`config.mk`:
```
export PLATFORM = sky130hd
export DESIGN_NAME = stopwatch_bcd
export DESIGN_NICKNAME = d
export VERILOG_FILES = /design/src/rtl/stopwatch_pkg.sv /design/src/rtl/btn_debounce.sv /design/src/rtl/stopwatch_bcd.sv
export SDC_FILE = /design/constraint.sdc
export NUM_CORES = 1
export LEC_CHECK = 0
export BUFFER_PORTS_ARGS = -buffer_cell sky130_fd_sc_hd__buf_2
export CAP_MARGIN = 40
export CORE_MARGIN = 4
export CORE_UTILIZATION = 40
export DETAILED_ROUTE_END_ITERATION = 7
export GPL_ROUTABILITY_DRIVEN = 0
export RECOVER_POWER = 100
export SLEW_MARGIN = 10
export SYNTH_ARGS = -nofsm -noshare
export SYNTH_HDL_FRONTEND = slang
export SYNTH_SLANG_ARGS = --single-unit
```
`constraint.sdc`:
```
create_clock -name clk -period 2.2 [get_ports clk]
set_input_delay 0.33 -clock clk [delete_from_list [all_inputs] [get_ports clk]]
set_output_delay 0.33 -clock clk [all_outputs]
set_load 0.05 [all_outputs]
```
`src/rtl/stopwatch_pkg.sv`:
```
// Shared types and helpers for the centisecond BCD stopwatch.
// Latency: none (types, constants and a combinational helper only).
// Backpressure: none.
package stopwatch_pkg;

  typedef enum logic [1:0] {
    IDLE  = 2'd0,
    RUN   = 2'd1,
    PAUSE = 2'd2
  } state_t;

  localparam int              BCD_W      = 4;
  localparam int              BCD_DIGITS = 4;
  localparam logic [BCD_W-1:0] BCD_MAX   = 4'd9;

  // Adds one to a 4-digit packed BCD value; bit 16 is the carry out of the top digit.
  function automatic logic [16:0] bcd_inc16(input logic [15:0] v);
    logic [15:0] r;
    logic        c;
    r = v;
    c = 1'b1;
    for (int i = 0; i < BCD_DIGITS; i++) begin
      if (c) begin
        if (v[i*BCD_W +: BCD_W] == BCD_MAX) begin
          r[i*BCD_W +: BCD_W] = '0;
        end else begin
          r[i*BCD_W +: BCD_W] = v[i*BCD_W +: BCD_W] + 4'd1;
          c = 1'b0;
        end
      end
    end
    return {c, r};
  endfunction

endpackage

```
`src/rtl/btn_debounce.sv`:
```
// Synchronises, debounces and rising-edge-detects one raw push-button.
// Latency: stable raw edge to rise_p is 2 sync + DB_CYCLES + 1 cycles.
// Backpressure: none; rise_p is a single-cycle pulse that is not held.
module btn_debounce #(
  parameter int DB_CYCLES = 1_000_000
) (
  input  logic clk,
  input  logic reset,
  input  logic raw,
  output logic level,
  output logic rise_p
);

  localparam int            CW       = (DB_CYCLES > 1) ? $clog2(DB_CYCLES) : 1;
  localparam logic [CW-1:0] CNT_LAST = CW'(DB_CYCLES - 1);

  logic          sync_q1;
  logic          sync_q2;
  logic [CW-1:0] db_cnt;
  logic          level_q;

  // Two-flop synchroniser for the asynchronous button input.
  always_ff @(posedge clk or negedge reset) begin
    if (!reset) begin
      sync_q1 <= 1'b0;
      sync_q2 <= 1'b0;
    end else begin
      sync_q1 <= raw;
      sync_q2 <= sync_q1;
    end
  end

  // Debounced level follows the synced level only after it has differed for DB_CYCLES cycles.
  always_ff @(posedge clk or negedge reset) begin
    if (!reset) begin
      db_cnt <= '0;
      level  <= 1'b0;
    end else if (sync_q2 == level) begin
      db_cnt <= '0;
    end else if (db_cnt == CNT_LAST) begin
      db_cnt <= '0;
      level  <= sync_q2;
    end else begin
      db_cnt <= db_cnt + 1'b1;
    end
  end

  // Registered one-cycle pulse on a debounced 0->1 transition only.
  always_ff @(posedge clk or negedge reset) begin
    if (!reset) begin
      level_q <= 1'b0;
      rise_p  <= 1'b0;
    end else begin
      level_q <= level;
      rise_p  <= level & ~level_q;
    end
  end

endmodule

```
`src/rtl/stopwatch_bcd.sv`:
```
// Centisecond stopwatch (00.00..99.99, packed BCD) driven by start/stop and clear buttons.
// Latency: seg updates on the edge where the prescaler sits at TICK_DIV-1 in RUN.
// Backpressure: none; the display side samples seg whenever it likes.
module stopwatch_bcd
  import stopwatch_pkg::*;
#(
  parameter int TICK_DIV  = 1_000_000,
  parameter int DB_CYCLES = 1_000_000
) (
  input  logic        clk,
  input  logic        reset,
  input  logic        btn_start_stop,
  input  logic        btn_clear,
  output logic [15:0] seg,
  output logic        running,
  output logic        ovf
);

  localparam int            PW         = (TICK_DIV > 1) ? $clog2(TICK_DIV) : 1;
  localparam logic [PW-1:0] PRESC_LAST = PW'(TICK_DIV - 1);

  state_t        state_q;
  state_t        state_d;
  logic [PW-1:0] presc;
  logic          tick;
  logic          clear_all;
  logic          start_fresh;
  logic          ss_p;
  logic          clr_p;
  logic          ss_level;
  logic          clr_level;
  logic          unused_levels;
  logic [16:0]   seg_inc;

  btn_debounce #(.DB_CYCLES(DB_CYCLES)) u_ss (
    .clk    (clk),
    .reset  (reset),
    .raw    (btn_start_stop),
    .level  (ss_level),
    .rise_p (ss_p)
  );

  btn_debounce #(.DB_CYCLES(DB_CYCLES)) u_clr (
    .clk    (clk),
    .reset  (reset),
    .raw    (btn_clear),
    .level  (clr_level),
    .rise_p (clr_p)
  );

  // Only the edge pulses drive this block; the debounced levels are not needed here.
  assign unused_levels = ss_level ^ clr_level;

  assign tick    = (state_q == RUN) && (presc == PRESC_LAST);
  assign seg_inc = bcd_inc16(seg);

  // State register; running mirrors the next state so both change on the same edge.
  always_ff @(posedge clk or negedge reset) begin
    if (!reset) begin
      state_q <= IDLE;
      running <= 1'b0;
    end else begin
      state_q <= state_d;
      running <= (state_d == RUN);
    end
  end

  // Next state: clear beats start/stop when stopped, start/stop beats clear when running.
  always_comb begin
    state_d     = state_q;
    clear_all   = 1'b0;
    start_fresh = 1'b0;
    case (state_q)
      IDLE: begin
        if (clr_p) begin
          clear_all = 1'b1;
        end else if (ss_p) begin
          state_d     = RUN;
          start_fresh = 1'b1;
        end
      end
      RUN: begin
        if (ss_p) state_d = PAUSE;
      end
      PAUSE: begin
        if (clr_p) begin
          state_d   = IDLE;
          clear_all = 1'b1;
        end else if (ss_p) begin
          state_d = RUN;
        end
      end
      default: begin
        state_d   = IDLE;
        clear_all = 1'b1;
      end
    endcase
  end

  // Prescaler counts only in RUN; resuming from PAUSE keeps the partial centisecond.
  always_ff @(posedge clk or negedge reset) begin
    if (!reset) begin
      presc <= '0;
    end else if (clear_all || start_fresh) begin
      presc <= '0;
    end else if (state_q == RUN) begin
      if (presc == PRESC_LAST) presc <= '0;
      else                     presc <= presc + 1'b1;
    end
  end

  // BCD time register; wrapping past 99.99 sets the sticky overflow flag.
  always_ff @(posedge clk or negedge reset) begin
    if (!reset) begin
      seg <= '0;
      ovf <= 1'b0;
    end else if (clear_all) begin
      seg <= '0;
      ovf <= 1'b0;
    end else if (tick) begin
      seg <= seg_inc[15:0];
      if (seg_inc[16]) ovf <= 1'b1;
    end
  end

endmodule

```
# [Yosys cells after proc, flatten, opt, wreduce, memory -nomap -nowiden]
# Index checks and enable logic that the tools add are counted.
[word_totals] ram_bits=0 inputBits=4 out_inout_bits=18 latchBits=0 ff_bits=90 rom_bits=0 word_cells=97 mem_count=0
[op_classes] muxes=36 div=0 eq_ne=12 reduce_logical=16 add_sub_neg=7 order_cmp=0 bitwise_logic=6 n_mul=0 n_shift=0
[op_table] cell="two-way mux 20 bit" count=7
[op_table] cell="adder 20 x 1 -> 20 bit, second input constant" count=3
[op_table] cell="== test 20 bit, second input constant" count=3
[op_table] cell="two-way mux 16 bit" count=2
[op_table] cell="two-way mux 4 bit" count=7
[op_table] cell="adder 4 x 1 -> 4 bit, second input constant" count=4
[op_table] cell="== test 4 bit, second input constant" count=4
[op_table] cell="two-way mux 1 bit" count=14
[op_table] cell="AND reduction 2 bit" count=6
[op_table] cell="nonzero test 2 bit" count=6
[op_table] cell="two-way mux 2 bit" count=4
[op_table] cell="one-hot mux 2 bit (3 select lines)" count=1
[op_table] cell="== test 2 x 1 -> 1 bit, second input constant" count=2
[op_table] cell="NOT 1 bit" count=4
[op_table] cell="bitwise AND 1 bit" count=2
[op_table] cell="== test 1 bit" count=2
[op_table] cell="== test 2 bit, second input constant" count=1
[op_table] cell="logical NOT 2 bit" count=1
[op_table] cell="one-hot mux 1 bit (2 select lines)" count=1
[op_table] cell="OR reduction 2 bit" count=1
[op_table] cell="logical AND 1 bit" count=1
[op_table] cell="logical OR 1 bit" count=1

# [Logic depth before layout (Yosys ltp)]
[depth] depth_word=8 ltp_mapped=8

# [By module]
# Synthesis repeated with hierarchy kept, for this count alone.
[hier_totals] hier_cells=473 area_unflattened_um2=4615.7
[modules_own_cells] mod="btn_debounce" seq_area_each_um2=625.6 n_inst=2 area_per_inst_um2=1171.1 cells_per_inst=111
[modules_own_cells] mod="stopwatch_bcd" seq_area_each_um2=1001.0 n_inst=1 area_per_inst_um2=2273.4 cells_per_inst=251

# [Worst setup path before layout]
# No wires, ideal clock.
[synth_path] path_kind="register to register" start="register seg[0]" end="register seg[15]" path_buffers=0 path_stages_with_launch=7 path_slack_ns=0.137 t_arrival_ns=1.917 required_ns=2.054 path_cell_list="dfrtp_1 -> ha_1 -> nand3b_1 -> nor4_2 -> nor2_1 -> o41ai_1 -> o41ai_1"
[synth_via] elab_chain_cells=6
[synth_rtl] element="start: declaration" line="stopwatch_bcd.sv:14" source="output logic [15:0] seg,"
[synth_rtl] element="start signal: assignment" line="stopwatch_bcd.sv:121" source="seg <= seg_inc[15:0];"
[synth_rtl] element="== test 4 bit" line="stopwatch_pkg.sv:24" source="if (v[i*BCD_W +: BCD_W] == BCD_MAX) begin"
[synth_rtl] element="two-way mux 1 bit" line="stopwatch_pkg.sv:24"
[synth_rtl] element="two-way mux 1 bit (2 in a row)" line="stopwatch_pkg.sv:23" source="if (c) begin"
[synth_rtl] element="nonzero test 2 bit (no source line)"
[synth_rtl] element="AND reduction 2 bit (no source line)"
# No other way between the ends.
# A chain may end at the register's enable or synchronous reset.

# [Worst setup path after layout]
[layout_path] start="register u_clr.db_cnt[0]" end="register u_clr.db_cnt[8]"
[layout_via] elab_chain_cells=3
[layout_rtl] element="start: declaration" line="btn_debounce.sv:19" source="logic [CW-1:0] db_cnt;"
[layout_rtl] element="start signal: assignment" line="btn_debounce.sv:44" source="db_cnt <= db_cnt + 1'b1;"
[layout_rtl] element="adder 20 x 1 -> 20 bit / == test 20 bit (equally long branches)" line="btn_debounce.sv:44, btn_debounce.sv:40"
[layout_rtl] element="two-way mux 20 bit (*)" line="btn_debounce.sv:40" source="end else if (db_cnt == CNT_LAST) begin"
[layout_rtl] element="two-way mux 20 bit (*)" line="btn_debounce.sv:38" source="end else if (sync_q2 == level) begin"
# Mark *: on every way between the ends. The rest lies on a longest branch, timed or not.

==> metrics.csv <==
stage;metric;value;unit
clock_network;post_cts resized;0;
sta;max_slew headroom;54.0;%
yosys;Mean Syn Cell Area;9.81;sq um
yosys;simple-gate share of the synthesized area;25.3;%
yosys;mux contribution to synthesized area;2.37;%
yosys;Synth cell types;50;
sta;Worst-Margin Slew;0.690;ns
placed_design;pre-CTS setup slack;0.215;ns
clock_network;CTS tree;built;
yosys;YS warnings;0;
pwr;sequential share of power;50.8;%
die;initial core utilization;41.1;%
clock_network;Clock Tree Root;clkbuf_16;
routing;drt pass-1 iters;4;
sta;crit path time final;2.00;ns
yosys;Post-Syn Instances;458;
yosys;main combinational cell family by area after synthesis;simple AND/OR/NAND/NOR gates;
clock_network;clk slew on worst S/H paths;0.07;ns
setup_path;worst-path fanout max;19;
setup_path;critical path startpoint category;register;
routing;Total Wirelength;8600;um
clock_network;Num CTS Buffers;9;
finish;ant diodes;0;
routing;via count;3374;
clock_network;clock sink count;90;
yosys;Post-synth EDFFs;0;
sta;Slew Limit Fails;0;
yosys;Compound-Gate Fraction of Synth Area;8.91;%
global_routing;largest net degree at the start of global routing;43;
worst_hold_path;HP Class;in -> reg;
routing;Avg WL per Cell;13.5;um
sta;final hold violation count;0;
setup_path;Setup Crit Path Kind;reg -> reg;
pwr;clock share of power;47.2;%
finish;share of post-route cells with drive strength above 1;8.87;%
global_routing;antenna violations before repair;0;
run;max_cap viols;0;
yosys;Post-Synth Adder-Cell Area;3.06;%
placed_design;post-DP HPWL;5960;um
sta;FMAX;0.501;GHz
pwr;fraction of power spent switching nets;22.2;%
global_routing;global-route usage over all layers;14.5;%
die;die width;114;um
clock_network;Max Root-Sink Buffers;2;
die;row count;38;
yosys;sequential cell area fraction in the yosys report;50.1;%
pwr;Leak Pwr;0.00218;uW
global_routing;first-pass GRT wire length;15600;um
sta;Final Cycle Share;90.8;%
yosys;Mapped Area;4490;sq um
setup_path;flop-to-flop setup slack;0.20;ns
yosys;Post-Synth XOR/XNOR Area;7.60;%
pwr;Int Power;2570;uW
clock_network;# H-tree levels;3;
pwr;combinational share of power;2.0;%
sta;RSZ-0062 raised after global routing;false;
die;Die Footprint;13000;sq um
die;core area;10900;sq um
die;Die Ht;114;um
clock_network;worst skew pair latency;0.34;ns
yosys;Most used DFF post-synth;dfrtp_1;
pwr;maximum VDD drop;0.568;mV
sta;Clock Skews;0.00874;ns
setup_path;Worst setup EP type;register;
sta;Finish-stage setup viols;0;
finish;Final Util;46.5;%
routing;DRC violations left;0;
sta;setup ws final;0.202;ns
status;status;finished, final reports clean;
sta;WHS;0.0949;ns
global_routing;GRT Residual Overflow;0;
finish;footprint of the multi-input gates;2120;sq um
routing;Routed Antenna Nets;0;
routing;DR iter-0 viols;164;
yosys;syn nets;473;
sta;TNS Setup;0;ns
placed_design;PortBufs;21;
setup_path;WP data required;2.41;ns
finish;area delta synth->final;13.2;%
pwr;PD cells;649;nW/um^2
finish;# fillers;1061;
global_routing;vias in the first global route;3376;
yosys;Synth Register Bits;90;
die;IO Count;22;
finish;nets@finish;506;
yosys;Post-synth ARST share;100;%
routing;DR vias/cell;5.31;
pwr;net switching power figure;732;uW
finish;sequential cell area;2250;sq um
setup_path;Crit path arrival time;2.21;ns
==> sequential cells by signal, summed over array words and instances (netlist names) <==
name           cells
seg               16
u_clr.sync_q2      1
u_ss.db_cnt       20
u_ss.level_q       1
u_clr.level_q      1
u_clr.level        1
u_ss.sync_q1       1
u_clr.rise_p       1
running            1
u_clr.sync_q1      1
u_ss.rise_p        1
u_ss.sync_q2       1
ovf                1
u_ss.level         1
u_clr.db_cnt      20
presc             20
state_q            2
==> placed cells by master (no fill, tap or decap), drive strengths merged, types with 11 or more instances in the layout <==
cell type	instances
a21oi	17
dfrtp	90
nor2	67
xnor2	17
inv	16
ha	11
buf	11
o21ai	22
clkbuf	32
xor2	22
nand4	14
nor4	11
nand2	35
nand3	31
==> metrics by stage <==
stage	instance area [sq um]	total power (uW)	std cells
floorplan	4490	1730	458
global placement	4830	1780	619
detailed placement	4830	1780	619
CTS	5140	3360	636
global route	5090	3430	636
finish	5090	3300	636
==> power groups by stage <==
stage | Sequential (uW) | Clock [uW] | Combinational (uW)
4_1_cts | 1680 | 1610 | 75.4
2_1_floorplan | 1710 | 0 | 26.9
6_report | 1680 | 1560 | 66.1
5_1_grt | 1680 | 1680 | 79.3
3_3_place_gp | 1710 | 0 | 72.9
3_5_place_dp | 1710 | 0 | 73.6
==> worst paths after layout <==
check	endpoint	cells after the start	start
max	u_clr.db_cnt[8]	6	u_clr.db_cnt[0]
min	u_clr.sync_q1	1	btn_clear
max reg2reg	u_clr.db_cnt[8]	6	u_clr.db_cnt[0]
min reg2reg	u_clr.sync_q2	0	u_clr.sync_q1
max in group asynchronous	presc[13]	3	reset
min in group asynchronous	u_clr.db_cnt[19]	2	reset
==> layout make-up <==
type	count	area share (%)
flip-flops and latches	90	44.3
inverters	13	0.959
clock buffers	9	4.43
repair buffers	35	3.79
clock inverters	7	1.48
well taps	140	3.44
multi-input cells	342	41.7
==> synth_stat cells, types with 11 or more instances <==
library cell  count  area share [%]
dfrtp_1          90              50
ha_1             11             3.1
xnor2_1          17             3.3
nand2_1          35             2.9
o21ai_0          21             2.3
xor2_1           22             4.3
inv_1            13             1.1
nand4_1          13             1.8
a21oi_1          16             1.8
nor2_1           67             5.6
nand3_1          31             3.5
==> metal layers <==
layer / track usage [%] / share of wire (%) / vias up
met2: 24.0 / 48 / 33
met3: 3.87 / 2.8 / 8
li1: - / - / 1680
met1: 18.8 / 48 / 1653
met4: 4.04 / 1.1 / 0
met5: 0 / 0 / -
==> cell families after synthesis <==
kind of cell    Yosys count
xor+xnor                 39
mux                      10
flops                    90
compound gates           65
simple gates            217
fa+ha+maj                11
buf+inv                  26
==> what timing repair did <==
action / CTS / global route
setup buffers: 0 / 0
endpoints found under the hold margin: 27 / 0
hold buffers: 1 / 0
==> worst max-delay path, cell delays in order, from the launching register on <==
cell	delay, ns
dfrtp_1	0.40
ha_1	0.22
and3_1	0.20
nand3_1	0.13
nor4_1	0.40
or2_2	0.41
nor2_1	0.10
Note: power is estimated with default switching activity, not from simulation.
